**src/rtl/program_loader_if.sv**
```systemverilog
// ---------------------------------------------------------------------------
// program_loader_if
// Valid/ready stream that carries the program image from the host or test
// source into the program loader. Each beat is one ROM word, packed as
// {instruction, operand}, and in_last marks the final word of the image.
//
// Signals
//   in_valid  master -> slave  a word is offered this cycle
//   in_ready  slave  -> master the loader takes the word at the next edge
//   in_word   master -> slave  {instr[INSTR_W-1:0], data[DATA_W-1:0]}
//   in_last   master -> slave  final word of the image
//
// Modports
//   master  the stream source (host or testbench)
//   slave   the program loader
// ---------------------------------------------------------------------------
interface program_loader_if #(
  parameter int INSTR_W = 3,
  parameter int DATA_W  = 4
) ();

  logic                       in_valid;
  logic                       in_ready;
  logic [INSTR_W+DATA_W-1:0]  in_word;
  logic                       in_last;

  modport master (
    output in_valid,
    output in_word,
    output in_last,
    input  in_ready
  );

  modport slave (
    input  in_valid,
    input  in_word,
    input  in_last,
    output in_ready
  );

endinterface

```
**src/rtl/program_loader.sv**
```systemverilog
// ---------------------------------------------------------------------------
// program_loader
// Write side of the CPU instruction/data ROM. A program image arrives over a
// valid/ready stream and is stored one word per entry as {instruction,
// operand}. The CPU is held in NOP (all-zero read data) until a complete
// image is present. A short image is padded with NOP words up to the top
// entry before the CPU is released.
//
// Ports
//   clock                  system clock, rising edge
//   reset_n                asynchronous active-low reset
//   start                  begin a (re)load; sampled in IDLE or RUN only
//   in_if                  image stream (slave side of program_loader_if)
//   count                  CPU read address (program counter)
//   controllerInstruction  instruction stored at count, 0 unless running
//   inX                    operand stored at count, 0 unless running
//   cpu_run                high while the CPU may execute
//   load_done              one-cycle pulse on the first running cycle
//   load_err               sticky; the image reached DEPTH without in_last
//   words_loaded           number of words accepted in the last load
// ---------------------------------------------------------------------------
module program_loader #(
  parameter int ADDR_W  = 3,
  parameter int INSTR_W = 3,
  parameter int DATA_W  = 4
) (
  input  logic                clock,
  input  logic                reset_n,
  input  logic                start,
  program_loader_if.slave     in_if,
  input  logic [ADDR_W-1:0]   count,
  output logic [INSTR_W-1:0]  controllerInstruction,
  output logic [DATA_W-1:0]   inX,
  output logic                cpu_run,
  output logic                load_done,
  output logic                load_err,
  output logic [ADDR_W:0]     words_loaded
);

  localparam int DEPTH  = 2 ** ADDR_W;
  localparam int WORD_W = INSTR_W + DATA_W;

  localparam logic [ADDR_W-1:0] PTR_LAST = ADDR_W'(DEPTH - 1);
  localparam logic [ADDR_W-1:0] PTR_ONE  = ADDR_W'(1);
  localparam logic [ADDR_W:0]   CNT_ONE  = (ADDR_W + 1)'(1);

  typedef enum logic [1:0] {
    IDLE,
    LOAD,
    FILL,
    RUN
  } state_t;

  state_t              state_q, state_d;
  logic [WORD_W-1:0]   mem_q [DEPTH];
  logic [ADDR_W-1:0]   wr_ptr_q, wr_ptr_d;
  logic [ADDR_W:0]     words_loaded_q, words_loaded_d;
  logic                load_err_q, load_err_d;
  logic                load_done_q, load_done_d;

  logic                startLoad;
  logic                transfer;
  logic                atLastEntry;
  logic                memWe;
  logic [WORD_W-1:0]   memWdata;
  logic [WORD_W-1:0]   rdWord;

  // start only counts in IDLE and RUN; a word only moves while in LOAD,
  // where in_ready is high by construction.
  assign startLoad   = start && ((state_q == IDLE) || (state_q == RUN));
  assign transfer    = (state_q == LOAD) && in_if.in_valid;
  assign atLastEntry = (wr_ptr_q == PTR_LAST);

  // State register.
  always_ff @(posedge clock or negedge reset_n) begin
    if (!reset_n) begin
      state_q <= IDLE;
    end else begin
      state_q <= state_d;
    end
  end

  // Next-state logic. Reaching the top entry always ends the load, whether
  // the image ended there or was truncated, so the write pointer never wraps.
  always_comb begin
    state_d = state_q;
    unique case (state_q)
      IDLE: begin
        if (start) state_d = LOAD;
      end
      LOAD: begin
        if (transfer) begin
          if (atLastEntry)          state_d = RUN;
          else if (in_if.in_last)   state_d = FILL;
        end
      end
      FILL: begin
        if (atLastEntry) state_d = RUN;
      end
      RUN: begin
        if (start) state_d = LOAD;
      end
      default: state_d = IDLE;
    endcase
  end

  // Output logic. The read port is purely combinational so a program
  // counter change shows up in the same cycle; outside RUN the CPU sees NOP.
  always_comb begin
    in_if.in_ready = 1'b0;
    cpu_run        = 1'b0;
    rdWord         = '0;
    unique case (state_q)
      LOAD:    in_if.in_ready = 1'b1;
      RUN: begin
        cpu_run = 1'b1;
        rdWord  = mem_q[count];
      end
      default: ;
    endcase
  end

  assign {controllerInstruction, inX} = rdWord;
  assign load_done    = load_done_q;
  assign load_err     = load_err_q;
  assign words_loaded = words_loaded_q;

  // Datapath next values. FILL reuses the write pointer to pad the rest of
  // the ROM with zero words, which also wipes any stale image from an
  // earlier, longer load.
  always_comb begin
    wr_ptr_d       = wr_ptr_q;
    words_loaded_d = words_loaded_q;
    load_err_d     = load_err_q;
    memWe          = transfer || (state_q == FILL);
    memWdata       = (state_q == FILL) ? '0 : in_if.in_word;

    if (startLoad) begin
      wr_ptr_d       = '0;
      words_loaded_d = '0;
      load_err_d     = 1'b0;
    end

    if (memWe && !atLastEntry) begin
      wr_ptr_d = wr_ptr_q + PTR_ONE;
    end

    if (transfer) begin
      words_loaded_d = words_loaded_q + CNT_ONE;
      if (atLastEntry && !in_if.in_last) load_err_d = 1'b1;
    end

    load_done_d = (state_d == RUN) && (state_q != RUN);
  end

  // Datapath registers and the ROM itself. Reset clears the whole memory so
  // an interrupted load leaves nothing behind.
  always_ff @(posedge clock or negedge reset_n) begin
    if (!reset_n) begin
      for (int i = 0; i < DEPTH; i++) begin
        mem_q[i] <= '0;
      end
      wr_ptr_q       <= '0;
      words_loaded_q <= '0;
      load_err_q     <= 1'b0;
      load_done_q    <= 1'b0;
    end else begin
      if (memWe) begin
        mem_q[wr_ptr_q] <= memWdata;
      end
      wr_ptr_q       <= wr_ptr_d;
      words_loaded_q <= words_loaded_d;
      load_err_q     <= load_err_d;
      load_done_q    <= load_done_d;
    end
  end

endmodule

```
**src/flat_wrapper.sv**
```systemverilog
// flat-port wrapper written by rule: the top's interface ports become plain ports
module program_loader_flat 
#(
  parameter int ADDR_W  = 3,
  parameter int INSTR_W = 3,
  parameter int DATA_W  = 4
)
  (clock, reset_n, start, count, controllerInstruction, inX, cpu_run, load_done, load_err, words_loaded, in_if_in_valid, in_if_in_word, in_if_in_last, in_if_in_ready);
  program_loader_if #(.INSTR_W(INSTR_W), .DATA_W(DATA_W)) in_if_i ();
  input  logic clock;
  input  logic reset_n;
  input  logic start;
  input  logic [ADDR_W-1:0] count;
  output logic [INSTR_W-1:0] controllerInstruction;
  output logic [DATA_W-1:0] inX;
  output logic cpu_run;
  output logic load_done;
  output logic load_err;
  output logic [ADDR_W:0] words_loaded;
  input wire logic [$bits(in_if_i.in_valid)-1:0] in_if_in_valid;
  input wire logic [$bits(in_if_i.in_word)-1:0] in_if_in_word;
  input wire logic [$bits(in_if_i.in_last)-1:0] in_if_in_last;
  output wire logic [$bits(in_if_i.in_ready)-1:0] in_if_in_ready;
  assign in_if_i.in_valid = in_if_in_valid;
  assign in_if_i.in_word = in_if_in_word;
  assign in_if_i.in_last = in_if_in_last;
  assign in_if_in_ready = in_if_i.in_ready;
  program_loader #(.ADDR_W(ADDR_W), .INSTR_W(INSTR_W), .DATA_W(DATA_W)) u_core (.clock(clock), .reset_n(reset_n), .start(start), .in_if(in_if_i), .count(count), .controllerInstruction(controllerInstruction), .inX(inX), .cpu_run(cpu_run), .load_done(load_done), .load_err(load_err), .words_loaded(words_loaded));
endmodule
```
**config.mk**
```make
export PLATFORM = sky130hd
export DESIGN_NAME = program_loader_flat
export DESIGN_NICKNAME = d
export VERILOG_FILES = /design/src/rtl/program_loader_if.sv /design/src/rtl/program_loader.sv /design/src/flat_wrapper.sv
export SDC_FILE = /design/constraint.sdc
export NUM_CORES = 1
export LEC_CHECK = 0
export CORE_MARGIN = 1.5
export CORE_UTILIZATION = 59
export DETAILED_ROUTE_END_ITERATION = 10
export PLACE_DENSITY = 0.79
export SYNTH_ARGS = -nofsm -noshare
export SYNTH_HDL_FRONTEND = slang
export SYNTH_SLANG_ARGS = --single-unit
```
**constraint.sdc**
```tcl
create_clock -name clock -period 5.4 [get_ports clock]
set_input_delay 0.81 -clock clock [delete_from_list [all_inputs] [get_ports clock]]
set_output_delay 0.81 -clock clock [all_outputs]
set_load 0.05 [all_outputs]
```
## After elaboration in Yosys (flattened, before gate mapping)

Cells that the tools add are included.

| storage, ports and cells | value |
|---|---|
| output and inout port bits | 15 |
| flip-flop bits (word level) | 67 |
| logic and storage cells | 63 |
| bits of input ports | 15 |

| operators by class | value |
|---|---|
| equal/unequal tests | 6 |
| add/sub/neg operators | 2 |
| reductions and logical operators | 14 |
| bitwise gates (word level) | 2 |
| order comparisons | 3 |
| mux-type cells | 23 |

Operators by type and width:

| kind | count |
|---|---|
| $bwmux W56 | 1 |
| $mux W7 | 5 |
| $bmux W7 S3 | 1 |
| $demux W7 S3 | 1 |
| $mux W2 | 5 |
| $ge A4 B4 Y1 const B | 2 |
| $mux W4 | 2 |
| $not A3 Y4 | 2 |
| $eq A2 B2 Y1 const B | 3 |
| $logic_and A1 B1 Y1 | 6 |
| $mux W3 | 2 |
| $pmux W2 S3 | 1 |
| $mux W1 | 5 |
| $add A4 B1 Y4 const B | 1 |
| $lt A4 B1 Y1 const B | 1 |
| $reduce_bool A2 Y1 | 2 |
| $add A3 B1 Y3 const B | 1 |
| $eq A3 B3 Y1 const B | 1 |
| $eq A2 B1 Y1 const B | 1 |
| $logic_not A1 Y1 | 2 |
| $logic_not A2 Y1 | 1 |
| $logic_or A1 B1 Y1 | 2 |
| $ne A2 B2 Y1 const B | 1 |
| $reduce_or A2 Y1 | 1 |

## Depth between registers and ports, before layout

| depth | value |
|---|---|
| depth after elaboration | 6 |
| gate-level depth with buffers | 7 |
| gate-level depth less buffers | 5 |

## Worst setup path after synthesis

Ideal clock, no wire load.

| timing | value |
|---|---|
| path kind | input port to output port |
| from | input count[1] |
| to | output controllerInstruction[0] |
| buffers on the path | 2 |
| path slack | 2.386 ns |
| arrival | 2.204 ns |
| required time | 4.590 ns |
| stages | 5 |
| cell sequence | buf_2 > buf_4 > mux4_2 > mux2i_1 > nor2_1 |

| on the way | value |
|---|---|
| word-level cells in the longest chain between the ends | 5 |

RTL lines:

| element | line | RTL |
|---|---|---|
| start: declaration | flat_wrapper.sv:13 | `input logic [ADDR_W-1:0] count;` |
| $not A3 Y4 (implied by the code) | program_loader.sv:117 | `rdWord = mem_q[count];` |
| $bmux W7 S3 | program_loader.sv:117 |  |
| $mux W7 (implied by the code) (2 in a row) | program_loader.sv:117 |  |
| $mux W7 | program_loader.sv:113 | `unique case (state_q)` |
| end: declaration | flat_wrapper.sv:14 | `output logic [INSTR_W-1:0] controllerInstruction;` |

No other way between the ends. The select of a mux whose other input is x is not followed.

## Worst setup path after layout

| timing | value |
|---|---|
| from | input count[2] |
| to | output inX[3] |

| on the way | value |
|---|---|
| word-level cells in the longest chain between the ends | 5 |

RTL lines:

| element | line | RTL |
|---|---|---|
| $not A3 Y4 (implied by the code) | program_loader.sv:117 |  |
| $bmux W7 S3 | program_loader.sv:117 |  |
| $mux W7 (implied by the code) (2 in a row) | program_loader.sv:117 |  |
| $mux W7 | program_loader.sv:113 |  |
| end: declaration | flat_wrapper.sv:15 | `output logic [DATA_W-1:0] inX;` |

No other way between the ends. The select of a mux whose other input is x is not followed.

==> reports/results.tsv <==
metric	value	unit
clock latency on the worst-skew pair	340	ps
Synth top area share	50.3	%
Clock Tree Buf Depth	2	
Final Net Count	280	
length of the first detailed-routing pass in iterations	4	
Root Buffer	clkbuf_8	
syn avg cell area	14.7	um2
Max-Cap Viols	0	
top post-synthesis cells by count	67 x dfrtp_1, 57 x mux2_2, 14 x mux4_2	
hold-fix buffers at CTS	0	
Boundary Pins	30	
minimum clock period	3950	ps
drt wl/cell	19.0	um
asr flop ratio synth	100	%
crit-path max cell delay	950	ps
Hold Crit Class	register to register	
vias in the first global route	2080	
Slew HR	44.6	%
CTS tree	yes	
starting density of the core	60.9	%
P_leak	1.70	nW
setup ws final	1450	ps
Primary FF master, synth	dfrtp_1	
CP max-delay cell	clkdlybuf4s50_1	
first-pass GRT wire length	10.9	mm
total die area	0.00611	mm2
CP Max Fanout	14	
# DRC	0	
maximum clock rate	0.253	GHz
Num CTS Buffers	9	
drt via density	5.89	
most frequent CP cell	clkdlybuf4s50_1	
CTS clk-pin slew, worst paths	70	ps
gr usage total	24.2	%
data required time of the worst path	4590	ps
Setup crit end kind	primary output	
core area	0.00547	mm2
post-cts resize count	0	
fraction of layout cells with a size suffix above 1	37.8	%
Post-CTS Setup Inserts	0	
Final Max Slew Viols	0	
pre-CTS setup slack	1450	ps
clk_skew	8.17	ps
Ys Warns	0	
Post-Syn Area	0.00333	mm2
Diodes inserted	0	
Fin. Hold Viols	0	
# H-tree levels	3	
port buffer count	29	
RSZ-0062 raised after global routing	false	
Core Rows	27	
EDFF count, synth	0	
cell family with most CP delay	buffers and inverters	
Bufs and invs on worst path	2	
Seq cells post-synth	67	
global placement routability congestion	0.793	
largest net degree at the start of global routing	68	
Max VDD drop	0.000346	V
initial antenna violation count	0	
run status	finished clean	
CP arrival	3140	ps
CP Launch Type	input pin	
Sinks on Clock Net	67	
Layout Area Growth over Synthesis	14.2	%
DRT Wirelength	6.34	mm
area leader, netlist	dfrtp_1	
worst-case hold slack	486	ps
Power Total	1.95	mW
Chip Width	78.1	um
Via Count	1968	
number of distinct library cells after synthesis	35	
Synth area leaders	dfrtp_1 50%, mux2_2 19%, mux4_2 9.5%	
post-route ant nets	0	
Seq/Total Area, Yosys	50.3	%
die height	78.1	um
most frequent cell after synthesis	dfrtp_1	
setup TNS	0	ps
Final setup viols	0	
final worst-path cycle share	73.2	%
drt initial violations	94	
gr ovfl total	0	
Mapped Nets	248	
CP Cell Sequence	clkdlybuf4s50_1, mux4_2, mux2i_1, nor2_1, clkdlybuf4s50_1	
dpl hpwl	4.17	mm
Crit Path Category	input pin to primary output	
fillers	409	
Power Dens Cells	513	mW/mm2
synthesized instance count	226	
worst-margin pin slew	831	ps
## kinds of logic after synthesis
group | synth area share, %
flip-flops | 50.3
AND/OR/NAND/NOR | 9.47
multiplexers | 31.4
AO/OA/AOI/OAI | 3.08
adder cells (fa/ha/maj) | 2.63
buffers and inverters | 2.78
XOR/XNOR | 0.263
## power by group
part | internal [mW] | switching (mW)
logic | 0.386 | 0.357
clock network | 0.174 | 0.179
registers | 0.709 | 0.145
total | 1.27 | 0.681
## metrics by stage
step,utilization [%],cells,instance area (um2)
after floorplan,-,226,3330
after CTS,69.5,334,3800
final,69.5,334,3800
after global routing,69.5,334,3800
after detailed placement,66.6,319,3640
after global placement,66.6,319,3640
## worst paths after layout
path	endpoint	cells after the start	slack, ps	start
max	inX[3]	5	1450	count[2]
min	u_core.load_err$_DFF_PN0_	2	490	u_core.load_err$_DFF_PN0_
max reg2reg	u_core.mem_q[27]$_DFFE_PN0P_	5	3100	u_core.state_q[0]$_DFF_PN0_
min reg2reg	u_core.load_err$_DFF_PN0_	2	490	u_core.load_err$_DFF_PN0_
max in group asynchronous	u_core.mem_q[11]$_DFFE_PN0P_	2	4210	reset_n
min in group asynchronous	u_core.wr_ptr_q[2]$_DFFE_PN0P_	2	650	reset_n
## routing by layer
metal | wire length (um) | track usage (%)
met5 | 0 | 0
met4 | 181 | 12.0
met3 | 157 | 4.19
met2 | 3050 | 37.3
met1 | 2960 | 33.3
## layout make-up
class                           instances  area, um2  share of cell area [%]
Timing Repair Buffer                   31        300                    7.89
Clock buffer                           12        145                    3.82
Multi-Input combinational cell        145       1560                    41.1
Clock inverter                          3       15.0                   0.395
Inverter                                4       15.0                   0.395
Tap cell                               72       90.1                    2.37
Sequential cell                        67       1680                    44.1
## cells in the final DEF, fill, tap and decap left out, types with 7 or more instances in the layout
cell type,count
clkbuf_8,10
mux4_2,14
o21ai_0,7
nor2_1,9
dfrtp_1,67
mux2_2,57
clkdlybuf4s50_1,28
nand2_1,8
ha_1,7
mux2i_1,9
nor2b_1,8
## worst register-to-register path, stage by stage (launching register included)
cell     delay (ps)
dfrtp_1         460
inv_1            90
ha_1            470
a21oi_4         130
nor4b_4         620
mux2_2          410
## state kept, by name, summed over array words and instances, names as in the netlist
signal               flops
u_core.state_q           2
u_core.load_done         1
u_core.mem_q            56
u_core.load_err          1
u_core.words_loaded      4
u_core.wr_ptr_q          3
Power figures use the tool's default switching activity.
==> RTL change: new RTL, same flow settings <==
Put one more register stage on the output `load_err`, with the module's reset. The value now appears one clock later. The other outputs are not delayed to match.
--- a/src/rtl/program_loader.sv
+++ b/src/rtl/program_loader.sv
@@ -123,5 +123,11 @@
   assign {controllerInstruction, inX} = rdWord;
   assign load_done    = load_done_q;
-  assign load_err     = load_err_q;
+  always_ff @(posedge clock or negedge reset_n) begin
+    if (!reset_n) begin
+      load_err <= '0;
+    end else begin
+      load_err <= load_err_q;
+    end
+  end
   assign words_loaded = words_loaded_q;
 
Check against the original RTL: not equivalent (Yosys sat finds a counterexample within 10 cycles, from zero or initial values and one cycle with reset_n low).
==> RTL change against the original RTL <==
- area after synthesis rose by 0.53%
- count of clock-buffer cells in the layout did not move
- wire length rose by 3.8%
- power rose by 5.1%
- first-iteration DRC count fell by 5.3%
- sequential cell count rose by 1
- hold slack got worse by 0.082 ns
- final area rose by 1.7%
- worst setup slack improved by 0.021 ns
- sequential power rose by 2%
- cell count rose by 0.30%
- critical endpoint is now controllerInstruction[2]
- highest routed layer unchanged
==> RTL change: results (changes against the original RTL) <==
- List of most frequent post-synthesis cells: dfrtp_1, mux2_2, mux4_2 (unchanged).
- The net count of the mapped netlist is 247 (was 248).
- The routed wirelength normalized by instance count is 19.6 um (was 19.0 um).
- The destination of the critical timing path is controllerInstruction[2] (was inX[3]).
- The source-to-sink clock delay at the later pin of the worst-skew pair is 0.34 ns (about the same).
- The total global-route track usage is 24.4% (was 24.2%).
- The buffer cell driving the clock tree root was clkbuf_8 (unchanged).
- The number of instances in the synthesized netlist is 225 (was 226).
- The number of distinct library cells after synthesis is 38 (was 35).
- The final cell count without fillers is 335 (was 334).
- The TritonCTS buffer count is 9 (unchanged).
- The largest net degree at the start of global routing is 69 (was 68).
- The final instance area is 3870 um^2 (was 3800 um^2).
- The detailed router's first-iteration violation count is 89 (was 94).
- The setup clock skew after layout is 0.00696 ns (was 0.00817 ns).
- The startpoint of the tightest hold check path is u_core.load_err_q$_DFF_PN0_ (was u_core.load_err$_DFF_PN0_).
- The xor/xnor share of the synthesized area is 0.262% (was 0.263%).
- The mux share of post-synthesis cell area is 31.3% (was 31.4%).
- The warning count from the yosys run is 0 (unchanged).
- The share of post-route cells with drive strength above 1 is 38.8% (was 37.8%).
- The post-synthesis share of cell area spent on full adders, half adders and majority gates is 2.62% (was 2.63%).
- The setup slack at placement was 1.47 ns (was 1.45 ns).
- The post-route clock period utilization is 72.8% (was 73.2%).
- The first-pass GRT wire length is 11000 um (was 10900 um).
- The worst reg-to-reg setup slack is 3.01 ns (was 3.10 ns).
- The share of the synthesized area in compound gates (AO/OA/AOI/OAI) is 3.10% (was 3.08%).
- The final-layout fill cell count is 399 (was 409).
- The worst hold slack was 0.404 ns (was 0.486 ns).
- The cell area reported after detailed placement is 3670 um^2 (was 3640 um^2).
- The via count of the first global-routing pass was 2079 (was 2080).
- The final weighted congestion in routability-driven placement was 0.721 (was 0.793).
- The cell depth of the worst min-delay path was 0 (was 2).
- The endpoint of the lowest-slack register-to-register path was u_core.mem_q[9]$_DFFE_PN0P_ (was u_core.mem_q[27]$_DFFE_PN0P_).
- The leakage power came to 1.75 nW (was 1.70 nW).
- The arrival time at the worst endpoint was 3.12 ns (was 3.14 ns).
- The normalized max-slew margin is 43.3% (was 44.6%).
- The largest vdd supply drop is 288 uV (was 346 uV).
- The sequential-to-total area share from yosys stat is 50.8% (was 50.3%).
- Result of the run: finished, final reports clean (unchanged).
- Largest cells by area after synthesis: dfrtp_1, mux2_2, mux4_2 (unchanged).
- The placed wire-length estimate was 4280 um (was 4170 um).
[RTL change: metal layers]
layer	vias to the layer above	wire, um	GRT usage [%]
met5	-	0	0
li1	899	-	-
met2	34	3220	38.3
met4	0	106	7.86
met1	1025	3070	34.1
met3	10	180	5.70
[RTL change: power by group]
group,switching (mW),internal (mW)
clock network,0.190,0.237
logic,0.364,0.391
registers,0.152,0.716
total,0.706,1.34
[RTL change: worst max-delay path: stages]
cell and delay [ns]:
clkdlybuf4s50_1 0.94, mux4_2 0.33, mux2i_1 0.07, nor2_1 0.14, clkdlybuf4s50_1 0.83
[RTL change: final cells by class]
type	count	area share (%)
flip-flops and latches	68	44.0
multi-input cells	145	40.4
repair buffers	31	7.76
clock buffers	12	4.01
well taps	72	2.33
clock inverters	4	1.23
inverters	3	0.291
